`config.mk`:
```
export PLATFORM = sky130hd
export DESIGN_NAME = wave_display_reader
export DESIGN_NICKNAME = d
export VERILOG_FILES = /design/src/rtl/wave_display_reader.sv
export SDC_FILE = /design/constraint.sdc
export NUM_CORES = 1
export LEC_CHECK = 0
export ABC_CLOCK_PERIOD_IN_PS = 4000
export BUFFER_PORTS_ARGS = -buffer_cell sky130_fd_sc_hd__buf_2
export CORE_AREA = 2 2 82 84
export CTS_CLUSTER_SIZE = 40
export DETAILED_ROUTE_END_ITERATION = 16
export DIE_AREA = 0 0 84 86
export REMOVE_ABC_BUFFERS = 1
export SYNTH_ARGS = -nofsm -noshare
export SYNTH_HDL_FRONTEND = slang
export SYNTH_SLANG_ARGS = --single-unit
```
`constraint.sdc`:
```
create_clock -name clk -period 4 [get_ports clk]
set_clock_uncertainty 0.05 [all_clocks]
set_input_delay 0.6 -clock clk [delete_from_list [all_inputs] [get_ports clk]]
set_output_delay 0.6 -clock clk [all_outputs]
set_load 0.01 [all_outputs]
```
`src/rtl/wave_display_reader.sv`:
```
// wave_display_reader
//   Read side of the waveform scope. Scans one half of the 512-entry sample
//   RAM (256 x 8-bit offset-binary samples) and turns each pixel coordinate
//   from the video timing generator into a lit or unlit trace pixel. It also
//   flags when it is idle, so the capture side can swap RAM halves between
//   frames without tearing.
//
//   Optional feature: define WAVE_DISPLAY_GRID_EN to draw a grid (zero line
//   plus vertical divisions every 64 columns) in GRID_COLOR behind the trace.
//
// Ports
//   clk               system clock
//   reset             asynchronous reset, active low
//   valid, x, y       pixel coordinate from the timing generator
//   read_index        RAM half holding the most recently completed capture
//   read_address      RAM address, combinational from x and the latched half
//   read_value        RAM data, returned one cycle after read_address
//   valid_pixel,r,g,b pixel output, two cycles after valid/x/y
//   wave_display_idle high while the RAM contents are not being used
module wave_display_reader #(
  parameter logic [10:0] X_START    = 11'd256,
  parameter logic [23:0] WAVE_COLOR = 24'hFFFFFF,
  parameter logic [23:0] GRID_COLOR = 24'h404040
) (
  input  logic        clk,
  input  logic        reset,
  input  logic        valid,
  input  logic [10:0] x,
  input  logic [9:0]  y,
  input  logic        read_index,
  input  logic [7:0]  read_value,
  output logic [8:0]  read_address,
  output logic        valid_pixel,
  output logic [7:0]  r,
  output logic [7:0]  g,
  output logic [7:0]  b,
  output logic        wave_display_idle
);

  typedef enum logic {IDLE = 1'b0, SCAN = 1'b1} state_t;

  state_t      state, state_nxt;
  logic        frame_load;
  logic        frame_index;

  // ---------------- window / address (stage 0, combinational) -------------
  logic [10:0] xo;
  logic        in_win;

  // The x >= X_START term keeps columns left of the window from wrapping
  // into range through the subtraction.
  assign xo           = x - X_START;
  assign in_win       = valid && (x >= X_START) && (xo[10:9] == 2'b00) && !y[9];
  assign read_address = {frame_index, xo[8:1]};   // two columns per sample

  // ---------------- frame FSM ----------------------------------------------
  always_ff @(posedge clk or negedge reset) begin
    if (!reset) state <= IDLE;
    else        state <= state_nxt;
  end

  always_comb begin
    state_nxt = state;
    case (state)
      IDLE:    if (valid && (y == 10'd0) && (x == 11'd0)) state_nxt = SCAN;
      SCAN:    if (valid && y[9])                         state_nxt = IDLE;
      default: state_nxt = IDLE;
    endcase
  end

  // The RAM half is latched only at the frame origin, so a capture that
  // completes mid-frame is shown from the next frame on.
  always_comb begin
    frame_load = (state == IDLE) && (state_nxt == SCAN);
  end

  always_ff @(posedge clk or negedge reset) begin
    if (!reset) begin
      frame_index       <= 1'b0;
      wave_display_idle <= 1'b1;
    end else begin
      if (frame_load) frame_index <= read_index;
      wave_display_idle <= (state_nxt == IDLE);
    end
  end

  // ---------------- stage 1: RAM data arrives ------------------------------
  logic [1:0] vld_pipe;
  logic       s1_win, s1_scan;
  logic [7:0] s1_row;
  logic [8:0] s1_col;
  logic [7:0] prev_sample;

  always_ff @(posedge clk or negedge reset) begin
    if (!reset) begin
      vld_pipe <= 2'b00;
      s1_win   <= 1'b0;
      s1_scan  <= 1'b0;
      s1_row   <= 8'd0;
      s1_col   <= 9'd0;
    end else begin
      vld_pipe <= {vld_pipe[0], valid};
      s1_win   <= in_win;
      s1_scan  <= (state == SCAN);
      s1_row   <= y[8:1];
      s1_col   <= xo[8:0];
    end
  end

  // Captured on the second column of each sample, so both columns of the
  // following sample draw a connector back to this one.
  always_ff @(posedge clk or negedge reset) begin
    if (!reset)                   prev_sample <= 8'h80;
    else if (s1_win && s1_col[0]) prev_sample <= read_value;
  end

  // Samples are flipped so full scale sits at the top of the window.
  logic [7:0]  cur, prv, lo, hi;
  logic        lit, grid;
  logic [23:0] px_color;

  always_comb begin
    cur = ~read_value;
    // Column 0 starts a fresh line: no connector from the previous row's end.
    prv = (s1_col == 9'd0) ? cur : ~prev_sample;
    lo  = (cur < prv) ? cur : prv;
    hi  = (cur < prv) ? prv : cur;
    lit = s1_win && s1_scan && (s1_row >= lo) && (s1_row <= hi);
  end

`ifdef WAVE_DISPLAY_GRID_EN
  logic unused_ok;
  assign grid      = s1_win && s1_scan && ((s1_row == 8'h7F) || (s1_col[5:0] == 6'd0));
  assign unused_ok = y[0];
`else
  logic unused_ok;
  assign grid      = 1'b0;
  assign unused_ok = ^{y[0], GRID_COLOR};
`endif

  // Trace wins over grid.
  assign px_color = lit ? WAVE_COLOR : (grid ? GRID_COLOR : 24'h000000);

  // ---------------- stage 2: registered outputs ----------------------------
  always_ff @(posedge clk or negedge reset) begin
    if (!reset) {r, g, b} <= 24'h000000;
    else        {r, g, b} <= px_color;
  end

  assign valid_pixel = vld_pipe[1];

endmodule

```
==> impl_metrics.csv <==
group,metric,value,unit
timing,slew_headroom,0.5173,
power,leakage,0.001341,uW
synth,yosys.area_share.simple,0.1189,
synth,synth-xor-area-share,0,
cells_and_area,drive_gt1_frac,0.4819,
cts,cts_root_buf,"clkbuf_8",
timing,fmax,0.2655,GHz
detailed_routing,drt-total-wl,4432,um
critical_path,crit_path_end_kind,"flop",
power,seqPwrFrac,0.331,
global_route,grt_pass1_wl,6996,um
critical_path,crit_required,4180,ps
cts,cts_sinks,33,
cts,clock_path_buffers,2,
cts,cts_tree,"done",
synth,ys_seq_area_frac,0.3936,
cts,clk_pin_slew,80,ps
detailed_routing,ant_nets,0,
timing,hold_viol_final,0,
synth,syn-instance-count,201,
detailed_routing,vias,1549,
timing,hold_slack,300.6,ps
critical_path,worstRegToRegCells,16,
synth,postSynthAreaPerCell,10.47,um2
cts,htree_levels,2,
cells_and_area,fillers,619,
cells_and_area,area_growth,26.16,%
critical_path,path_class,"flop to flop",
placement,place_hpwl,3329,um
synth,synth_compound_area_frac,0.1040,
timing,finalSetupViolations,0,
power,p_int,844.3,uW
placement,portBuffers,67,
synth,ys.flop_type,"dfrtp_1",
synth,async_reset_ff_frac,1.000,
synth,synth_edf_count,0,
global_route,grt_usage,0.1205,
timing,tns,0,ps
cells_and_area,final_cells,326,
power,pwr-share-clk,0.266,
critical_path,ff2ff_setup_slack,230,ps
floorplan,core-area,6277,um2
critical_path,cp_max_fo,8,
power,p_comb_frac,0.404,
flow_run,maxCapViolations,0,
cells_and_area,n_antenna_cell,0,
global_route,grt_start_max_net_pins,34,
cts,insertion_delay,280,ps
critical_path,crit_path_start_kind,"flop",
synth,yosysTopAreaCell,"dfrtp_1",
synth,synth_top_family_by_area,"adder cells",
synth,yosysUniqueCellTypes,35,
detailed_routing,drt_iter0_drc,30,
hold_path,hp-class,"flop to flop",
timing,setup_slack,233.6,ps
detailed_routing,wl_per_cell,13.60,um
critical_path,cp.arrival,3940,ps
synth,synth_common_cells,"buf_4, dfrtp_1, ha_1",
timing,period_share,0.9416,
timing,period_needed,3766,ps
run_status,status,"complete, no violations",
critical_path,crit-reg2reg-launch,"s1_col[7]",
synth,yosysTopAreaCellShare,0.3686,
power,power_switching,396.5,uW
cells_and_area,fin_util,0.4230,
power,peakVddDrop,216.7,uV
synth,synth.cell_area,2105,um2
placement,gp_congestion,0.7532,
floorplan,initial_utilization,0.3353,
timing,slew_viol_final,0,
synth,ys_ff_latch,33,
placement,pre_cts_slack,131.0,ps
power,pwr_density_cell,467.3,nW/um2
global_route,grt_pass1_vias,1515,
cells_and_area,nets,307,
synth,synth.area.mux_share,0.09512,
floorplan,die_x,84,um
detailed_routing,via_per_inst,4.752,
floorplan,die_y,86,um
hold_path,min_from,"vld_pipe[0]",
floorplan,design.die.area,7224,um2
placement,dp.cells,315,
timing,worstMarginPinSlew,724.1,ps
power,p_sw_frac,0.3196,
floorplan,io_pins,68,
detailed_routing,first_pass_iters,4,
cts,cts_buffers,5,
synth,synth.area.top_cells,"dfrtp_1, ha_1, buf_4",
detailed_routing,drc,0,
global_route,antenna_found_initial,0,
synth,synth-adder-area-share,0.1546,
global_route,overflow,0,
critical_path,rr_endpoint,"b[6]",
critical_path,endpoint,"b[6]",
critical_path,crit_start,"s1_col[7]",
synth,yosys_warnings,0,
floorplan,fp-row-count,29,
worst min-delay path by stage:
stage | endpoint | cells after the start
after floorplan | b[6] | 0
after global placement | vld_pipe[1] | 0
after detailed placement | vld_pipe[1] | 0
after CTS | vld_pipe[1] | 0
after global routing | vld_pipe[1] | 0
final | vld_pipe[1] | 0
sequential cells by signal (all words and copies together), names as in the netlist:
| register | count |
|---|---|
| s1_col | 9 |
| prev_sample | 8 |
| s1_row | 8 |
| vld_pipe | 2 |
| b | 1 |
| frame_index | 1 |
| s1_scan | 1 |
| s1_win | 1 |
| state | 1 |
| wave_display_idle | 1 |
cell usage in the layout, fill, tap and decap left out, drive strengths merged, types with 2 or more instances in the layout:
| master | synthesis | final |
|---|---|---|
| clkbuf | 2 | 7 |
| nor3 | 3 | 3 |
| buf | 31 | 72 |
| nor2 | 5 | 5 |
| dfrtp | 31 | 31 |
| nor2b | 2 | 2 |
| ha | 26 | 26 |
| a2111oi | 2 | 2 |
| mux2i | 2 | 2 |
| inv | 11 | 11 |
| nand2 | 17 | 17 |
| dfstp | 2 | 2 |
| o21ai | 17 | 17 |
| nand3 | 2 | 2 |
| a21o | 3 | 3 |
| nand4 | 4 | 4 |
| mux2 | 16 | 16 |
| nand2b | 2 | 2 |
| a21oi | 5 | 5 |
| nor4 | 6 | 6 |
metal layers:
metal / GRT usage / part of all wire / wire (um) / vias up
li1: - / - / - / 775
met1: 0.1562 / 0.44 / 1937 / 728
met2: 0.1993 / 0.50 / 2238 / 44
met3: 0.03465 / 0.053 / 236 / 2
met4: 0.03079 / 0.0043 / 19 / 0
met5: 0 / 0 / 0 / -
cell families (layout without fill, tap and decap cells):
group / count (synthesis) / count (layout)
compound gates: 34 / 34
fa+ha+maj: 26 / 26
buf+inv: 44 / 92
flops: 33 / 33
mux: 18 / 18
simple gates: 46 / 46
layout make-up:
cell class	count	area, um2	share of cell area
clock buffer	6	82.58	0.03110
clock inverter	2	37.54	0.01414
inverter	11	41.29	0.01555
multi-input combinational	124	1151	0.4336
sequential	33	828.3	0.3120
tap	77	96.34	0.03629
timing repair buffer	73	417.9	0.1574
power groups by stage:
stage / clock network, uW / registers (uW) / logic (uW)
2_1_floorplan: 0 / 400 / 291
3_3_place_gp: 0 / 414 / 382
3_5_place_dp: 0 / 413 / 395
4_1_cts: 340 / 407 / 396
5_1_grt: 355 / 417 / 565
6_report: 330 / 410 / 501
per-stage QoR:
step | area [um2] | total power, uW
2_1_floorplan | 1864 | 690.6
3_3_place_gp | 2318 | 795.8
3_5_place_dp | 2318 | 807.9
4_1_cts | 2439 | 1143
5_1_grt | 2655 | 1337
6_report | 2655 | 1241
worst max-delay path: stages (launching register included):
cell       delay, ps
dfrtp_1          380
nor4_2           260
nand3_1          120
buf_6            170
nand2_2           70
o21ai_2           50
ha_1             330
a2111oi_4        420
nor4_4            90
nor3b_4          290
mux2_4           350
ha_4             220
nor2b_4          120
o211ai_1         210
a21oi_2           90
a2111oi_2        280
o2111a_1         230
repair_timing:
item	CTS	global route
buffers inserted	0	2
setup endpoints to repair	0	1
endpoints found under the hold margin	0	0
hold buffers	0	0
resized for setup	0	29
Note: power is estimated with default switching activity, not from simulation.
